==> src/rtl/rom_read_arbiter_if.sv <==
// Two-requester ROM read bus: request/grant/return per requester plus the shared ROM port.
interface rom_read_arbiter_if #(
   parameter int ADDR_W = 8,
   parameter int DATA_W = 8
);
   logic              req0;
   logic [ADDR_W-1:0] addr0;
   logic              gnt0;
   logic              rvalid0;
   logic              req1;
   logic [ADDR_W-1:0] addr1;
   logic              gnt1;
   logic              rvalid1;
   logic [DATA_W-1:0] rdata;
   logic              rom_en;
   logic [ADDR_W-1:0] rom_address;
   logic [DATA_W-1:0] data_from_rom;

   // Environment side: requesters plus the ROM data return.
   modport master (
      output req0, addr0, req1, addr1, data_from_rom,
      input  gnt0, gnt1, rvalid0, rvalid1, rdata, rom_en, rom_address
   );

   modport slave (
      input  req0, addr0, req1, addr1, data_from_rom,
      output gnt0, gnt1, rvalid0, rvalid1, rdata, rom_en, rom_address
   );
endinterface

==> src/rtl/rom_read_arbiter.sv <==
// Round-robin share of one ROM read port; rvalid ROM_LATENCY+2 cycles after grant, never stalls.
// Optional ROM_ARB_STATS_EN adds saturating 16-bit per-requester grant counters gnt_cnt0/gnt_cnt1.
module rom_read_arbiter #(
   parameter int ADDR_W      = 8,
   parameter int DATA_W      = 8,
   parameter int ROM_LATENCY = 1
) (
   input  logic              clk,
   input  logic              reset,
   rom_read_arbiter_if.slave bus
`ifdef ROM_ARB_STATS_EN
   ,
   output logic [15:0]       gnt_cnt0,
   output logic [15:0]       gnt_cnt1
`endif
);

   typedef enum logic {OWN0 = 1'b0, OWN1 = 1'b1} owner_e;

   owner_e               last_gnt_q, last_gnt_d;
   logic                 gnt0, gnt1, gnt_any;
   logic [ADDR_W-1:0]    issue_addr;
   logic                 rom_en_q, rom_en_d;
   logic [ADDR_W-1:0]    rom_address_q, rom_address_d;
   logic [ROM_LATENCY:0] pipe_vld_q, pipe_vld_d;
   logic [ROM_LATENCY:0] pipe_own_q, pipe_own_d;
   logic [DATA_W-1:0]    rdata_q, rdata_d;
   logic                 rvalid0_q, rvalid0_d;
   logic                 rvalid1_q, rvalid1_d;

   always_comb begin
      gnt0       = 1'b0;
      gnt1       = 1'b0;
      issue_addr = bus.addr0;
      last_gnt_d = last_gnt_q;
      if (reset) begin
         if (bus.req0 && (!bus.req1 || last_gnt_q == OWN1)) begin
            gnt0 = 1'b1;
         end else if (bus.req1) begin
            gnt1 = 1'b1;
         end
      end
      if (gnt1) begin
         issue_addr = bus.addr1;
         last_gnt_d = OWN1;
      end else if (gnt0) begin
         last_gnt_d = OWN0;
      end
      gnt_any = gnt0 | gnt1;

      rom_en_d      = gnt_any;
      rom_address_d = gnt_any ? issue_addr : rom_address_q;

      // Stage k holds the access issued k+1 cycles ago; the last stage lines up with ROM data.
      pipe_vld_d = {pipe_vld_q[ROM_LATENCY-1:0], gnt_any};
      pipe_own_d = {pipe_own_q[ROM_LATENCY-1:0], gnt1};
      rvalid0_d  = pipe_vld_q[ROM_LATENCY] && !pipe_own_q[ROM_LATENCY];
      rvalid1_d  = pipe_vld_q[ROM_LATENCY] &&  pipe_own_q[ROM_LATENCY];
      rdata_d    = pipe_vld_q[ROM_LATENCY] ? bus.data_from_rom : rdata_q;
   end

   always_ff @(posedge clk) begin
      if (!reset) begin
         last_gnt_q    <= OWN1;
         rom_en_q      <= 1'b0;
         rom_address_q <= '0;
         pipe_vld_q    <= '0;
         pipe_own_q    <= '0;
         rdata_q       <= '0;
         rvalid0_q     <= 1'b0;
         rvalid1_q     <= 1'b0;
      end else begin
         last_gnt_q    <= last_gnt_d;
         rom_en_q      <= rom_en_d;
         rom_address_q <= rom_address_d;
         pipe_vld_q    <= pipe_vld_d;
         pipe_own_q    <= pipe_own_d;
         rdata_q       <= rdata_d;
         rvalid0_q     <= rvalid0_d;
         rvalid1_q     <= rvalid1_d;
      end
   end

   assign bus.gnt0        = gnt0;
   assign bus.gnt1        = gnt1;
   assign bus.rom_en      = rom_en_q;
   assign bus.rom_address = rom_address_q;
   assign bus.rvalid0     = rvalid0_q;
   assign bus.rvalid1     = rvalid1_q;
   assign bus.rdata       = rdata_q;

`ifdef ROM_ARB_STATS_EN
   logic [15:0] cnt0_q, cnt0_d, cnt1_q, cnt1_d;

   always_comb begin
      cnt0_d = cnt0_q;
      cnt1_d = cnt1_q;
      if (gnt0 && cnt0_q != 16'hFFFF) cnt0_d = cnt0_q + 16'd1;
      if (gnt1 && cnt1_q != 16'hFFFF) cnt1_d = cnt1_q + 16'd1;
   end

   always_ff @(posedge clk) begin
      if (!reset) begin
         cnt0_q <= '0;
         cnt1_q <= '0;
      end else begin
         cnt0_q <= cnt0_d;
         cnt1_q <= cnt1_d;
      end
   end

   assign gnt_cnt0 = cnt0_q;
   assign gnt_cnt1 = cnt1_q;
`endif

endmodule

==> src/flat_wrapper.sv <==
// flat-port wrapper written by rule: the top's interface ports become plain ports
module rom_read_arbiter_flat 
#(
   parameter int ADDR_W      = 8,
   parameter int DATA_W      = 8,
   parameter int ROM_LATENCY = 1
)
  (clk, reset, bus_req0, bus_addr0, bus_req1, bus_addr1, bus_data_from_rom, bus_gnt0, bus_gnt1, bus_rvalid0, bus_rvalid1, bus_rdata, bus_rom_en, bus_rom_address);
  rom_read_arbiter_if #(.ADDR_W(ADDR_W), .DATA_W(DATA_W)) bus_i ();
  input  logic clk;
  input  logic reset;
  input wire logic [$bits(bus_i.req0)-1:0] bus_req0;
  input wire logic [$bits(bus_i.addr0)-1:0] bus_addr0;
  input wire logic [$bits(bus_i.req1)-1:0] bus_req1;
  input wire logic [$bits(bus_i.addr1)-1:0] bus_addr1;
  input wire logic [$bits(bus_i.data_from_rom)-1:0] bus_data_from_rom;
  output wire logic [$bits(bus_i.gnt0)-1:0] bus_gnt0;
  output wire logic [$bits(bus_i.gnt1)-1:0] bus_gnt1;
  output wire logic [$bits(bus_i.rvalid0)-1:0] bus_rvalid0;
  output wire logic [$bits(bus_i.rvalid1)-1:0] bus_rvalid1;
  output wire logic [$bits(bus_i.rdata)-1:0] bus_rdata;
  output wire logic [$bits(bus_i.rom_en)-1:0] bus_rom_en;
  output wire logic [$bits(bus_i.rom_address)-1:0] bus_rom_address;
  assign bus_i.req0 = bus_req0;
  assign bus_i.addr0 = bus_addr0;
  assign bus_i.req1 = bus_req1;
  assign bus_i.addr1 = bus_addr1;
  assign bus_i.data_from_rom = bus_data_from_rom;
  assign bus_gnt0 = bus_i.gnt0;
  assign bus_gnt1 = bus_i.gnt1;
  assign bus_rvalid0 = bus_i.rvalid0;
  assign bus_rvalid1 = bus_i.rvalid1;
  assign bus_rdata = bus_i.rdata;
  assign bus_rom_en = bus_i.rom_en;
  assign bus_rom_address = bus_i.rom_address;
  rom_read_arbiter #(.ADDR_W(ADDR_W), .DATA_W(DATA_W), .ROM_LATENCY(ROM_LATENCY)) u_core (.clk(clk), .reset(reset), .bus(bus_i));
endmodule
==> config.mk <==
export PLATFORM = sky130hd
export DESIGN_NAME = rom_read_arbiter_flat
export DESIGN_NICKNAME = d
export VERILOG_FILES = /design/src/rtl/rom_read_arbiter_if.sv /design/src/rtl/rom_read_arbiter.sv /design/src/flat_wrapper.sv
export SDC_FILE = /design/constraint.sdc
export NUM_CORES = 1
export LEC_CHECK = 0
export CORE_MARGIN = 2
export CORE_UTILIZATION = 40
export DETAILED_ROUTE_END_ITERATION = 16
export GPL_TIMING_DRIVEN = 0
export PLACE_DENSITY = 0.88
export REMOVE_ABC_BUFFERS = 1
export SYNTH_ARGS = -nofsm -noshare
export SYNTH_HDL_FRONTEND = slang
export SYNTH_SLANG_ARGS = --single-unit
==> constraint.sdc <==
create_clock -name clk -period 2.8 [get_ports clk]
set_clock_uncertainty 0.05 [all_clocks]
set_input_delay 0.42 -clock clk [delete_from_list [all_inputs] [get_ports clk]]
set_output_delay 0.42 -clock clk [all_outputs]
set_load 0.03 [all_outputs]
==> results of run 1 <==
## how the worst max path moves through the flow
stage / slack, ns / start / endpoint / depth (start not counted)
2_1_floorplan: 1.39 / bus_req0 / bus_gnt0 / 2
3_5_place_dp: -0.29 / reset / bus_gnt1 / 4
6_report: 0.16 / bus_req0 / bus_gnt1 / 4
4_1_cts: 0.01 / reset / bus_gnt1 / 4
5_1_grt: 0.08 / bus_req0 / bus_gnt1 / 4
3_3_place_gp: -0.26 / reset / bus_gnt1 / 4
## worst max-delay path, stage by stage
cell	delay, ns
clkdlybuf4s50_1	0.47
nand2_1	0.31
and2_4	0.28
clkdlybuf4s50_1	0.69
## metal layers
layer | routed length (um) | track usage
met5 | 0 | 0
met4 | 15 | 0.05263
met3 | 218 | 0.04310
met2 | 988 | 0.3269
met1 | 889 | 0.2048
## per-stage QoR
step	power (W)	std cells	area, um^2	util	hold WS, ns
2_1_floorplan	0.0004415	88	865.8	-	0.3333
3_3_place_gp	0.0005266	164	1381	0.6367	0.3391
3_5_place_dp	0.0005309	164	1381	0.6367	0.3463
4_1_cts	0.0006777	168	1409	0.6494	0.3692
5_1_grt	0.0007056	168	1404	0.6471	0.3804
6_report	0.0006688	168	1404	0.6471	0.3634
## sequential cells by signal (all words and copies together), names as in the netlist
signal,cells
u_core.pipe_own_q,2
u_core.bus.rvalid1,1
u_core.bus.rom_address,8
u_core.last_gnt_q,1
u_core.bus.rdata,8
u_core.bus.rvalid0,1
u_core.pipe_vld_q,2
## cells in the mapped netlist (2+ instances only)
| cell type | instances |
|---|---|
| and2_4 | 2 |
| nand2_1 | 20 |
| mux2i_1 | 8 |
| dfxtp_1 | 23 |
| nor2_1 | 2 |
| nand3_1 | 8 |
| clkbuf_1 | 3 |
| buf_6 | 2 |
| and2_1 | 3 |
| nor2b_1 | 9 |
| o311ai_1 | 7 |
## timing repair
action	4_1_cts	5_1_grt
setup endpoints to repair	1	1
buffers inserted	0	0
resized for setup	2	1
## placed cells by master, fill, tap and decap left out
master,netlist,layout
o311ai_1,7,7
a21oi_1,1,1
nor3b_2,1,1
clkbuf_2,0,1
o21ai_0,1,1
nand3_1,8,8
o311ai_2,1,1
and2_4,2,2
clkbuf_4,0,3
inv_1,1,1
and2_1,3,3
nor2b_1,9,9
mux2i_1,8,8
nor2_1,2,2
and3_1,1,1
dfxtp_1,23,23
nand2_1,20,20
clkinv_2,0,1
clkdlybuf4s50_1,0,47
## kinds of logic (layout without fill, tap and decap cells)
kind of cell / count (synthesis) / count (layout) / synth area share
AOI/OAI and AO/OA: 10 / 10 / 0.09681
muxes: 8 / 8 / 0.08852
DFF: 23 / 23 / 0.5090
buffers and inverters: 7 / 53 / 0.04701
and+or+nand+nor: 46 / 46 / 0.2587
## final cells by class
cell class                 instances  area (um^2)  area share
timing repair buffer              48        475.5      0.3387
inverter                           1        3.754    0.002674
clock buffer                       3        22.52     0.01604
clock inverter                     1        5.005    0.003565
tap                               28        35.03     0.02496
sequential                        23        460.4      0.3280
multi-input combinational         64        401.6      0.2861
## power groups by stage
| stage | sequential, W | clock [W] | combinational (W) |
|---|---|---|---|
| 3_5_place_dp | 0.000368 | 0 | 0.000163 |
| 3_3_place_gp | 0.000367 | 0 | 0.000160 |
| 2_1_floorplan | 0.000401 | 0 | 0.0000403 |
| 5_1_grt | 0.000363 | 0.000170 | 0.000172 |
| 6_report | 0.000360 | 0.000147 | 0.000161 |
| 4_1_cts | 0.000361 | 0.000154 | 0.000163 |
==> impl_metrics.csv, run 1 <==
group,metric,value,unit
grt,grt_pass1_vias,862,
detailed_routing,routed_via_density,4.958,
cts,clock_sinks,23,
power_and_ir_drop,clkPwrFrac,0.220,
placed_design,pre_cts_ws,-0.2939,ns
sta,min_period,2.642,ns
min_path,hold_depth,1,
power_and_ir_drop,switching_power,0.0001838,W
worst_setup_path,critPathRequiredTime,2.33,ns
power_and_ir_drop,ir_worst_vdd,0.2817,mV
placed_design,routabilityCongestion,0.7127,
detailed_routing,wl_per_cell,12.57,um
power_and_ir_drop,seqPwrFrac,0.538,
cts,cts_max_level,1,
min_path,holdPathEnd,"u_core.bus.rvalid0",
floorplan,die_h,51.56,um
yosys,yosys_warnings,0,
worst_setup_path,cp-end-kind,"output pin",
yosys,synth.avg_cell_area,9.624,um^2
grt,grt_max_degree,26,
cts,cts_hold_buffers,0,
status,outcome,"finished, final reports clean",
final_layout,fill_cells,204,
detailed_routing,wl,2112,um
min_path,worstHoldStart,"u_core.pipe_own_q[1]",
placed_design,post-dp-hpwl,1590,um
floorplan,num_rows,17,
sta,worst_pin_slew,0.6697,ns
cts,cts_buffers,3,
detailed_routing,drcViolationCount,0,
yosys,synth-edff-count,0,
yosys,synth_top_cell_by_area,"dfxtp_1",
worst_setup_path,worstSetupStartpointType,"input pin",
worst_setup_path,reg2reg_slack,1.51,ns
yosys,synth-main-ff-cell,"dfxtp_1",
final_layout,synthToLayoutAreaGrowth,55.19,%
detailed_routing,drtIter0Drc,5,
sta,setup_viol,0,
worst_setup_path,r2r-end,"u_core.bus.rom_address[6]",
detailed_routing,num_vias,833,
sta,finalCritPeriodShare,0.9435,
sta,layout_setup_ws,0.1582,ns
floorplan,chipWidth,51.56,um
yosys,syn-cell-area,904.6,um^2
yosys,yosys-top-cells-area,"dfxtp_1 (51%), mux2i_1 (8.9%), nand2_1 (8.3%), o311ai_1 (6.8%), nor2b_1 (6.2%)",
floorplan,die_area,2658,um^2
yosys,yosysTopAreaCellShare,0.5090,
cts,root_buffer,"clkbuf_4",
worst_setup_path,crit_type,"in2out",
detailed_routing,ant_nets,0,
sta,final_hold_viol_count,0,
worst_setup_path,r2r_start,"u_core.last_gnt_q",
yosys,syn_inst,94,
worst_setup_path,arrival,2.17,ns
job,cap_violations,0,
placed_design,port_buffers,48,
grt,grt_overflow,0,
min_path,hold_path.class,"reg2reg",
power_and_ir_drop,p_leak,0.5251,nW
yosys,async_flop_share,0,
grt,grt_use_total,0.1788,
yosys,synth_cell_types,18,
floorplan,coreArea,2170,um^2
sta,max_freq,0.3785,GHz
yosys,synth_seq_area_share,0.5090,
sta,drv_slew,0,
worst_setup_path,ff2ff_path_depth,3,
power_and_ir_drop,switching_share,0.2749,
sta,relSlewSlack,0.5519,
grt,grt_pass1_wl,3581,um
power_and_ir_drop,powerDensity,476.4,nW/um^2
floorplan,initial_core_util,0.4170,
cts,clk_pin_slew,0.12,ns
detailed_routing,drt_first_pass_iters,4,
grt,grt_antenna_before_repair,0,
cts,cts_buffer_depth,2,
power_and_ir_drop,internal-power,0.0004850,W
final_layout,drive_gt1_frac,0.06429,
final_layout,final_nets,169,
final_layout,antenna_cells,0,
cts,clock_latency,0.30,ns
sta,rsz0062_at_grt,"no",
sta,timing.setup.tns,0,ns
power_and_ir_drop,p_comb_frac,0.241,
cts,tritoncts,"yes",
worst_setup_path,crit_fanout,11,
yosys,synth_seq_cells,23,
floorplan,io_pins,49,
(Power assumes the default switching activity.)
==> run 2: changes to the inputs <==
- HOLD_SLACK_MARGIN: unset -> 0.15
==> results of run 2 <==
The final DEF is identical to that of run 1; final timing and power are the same.
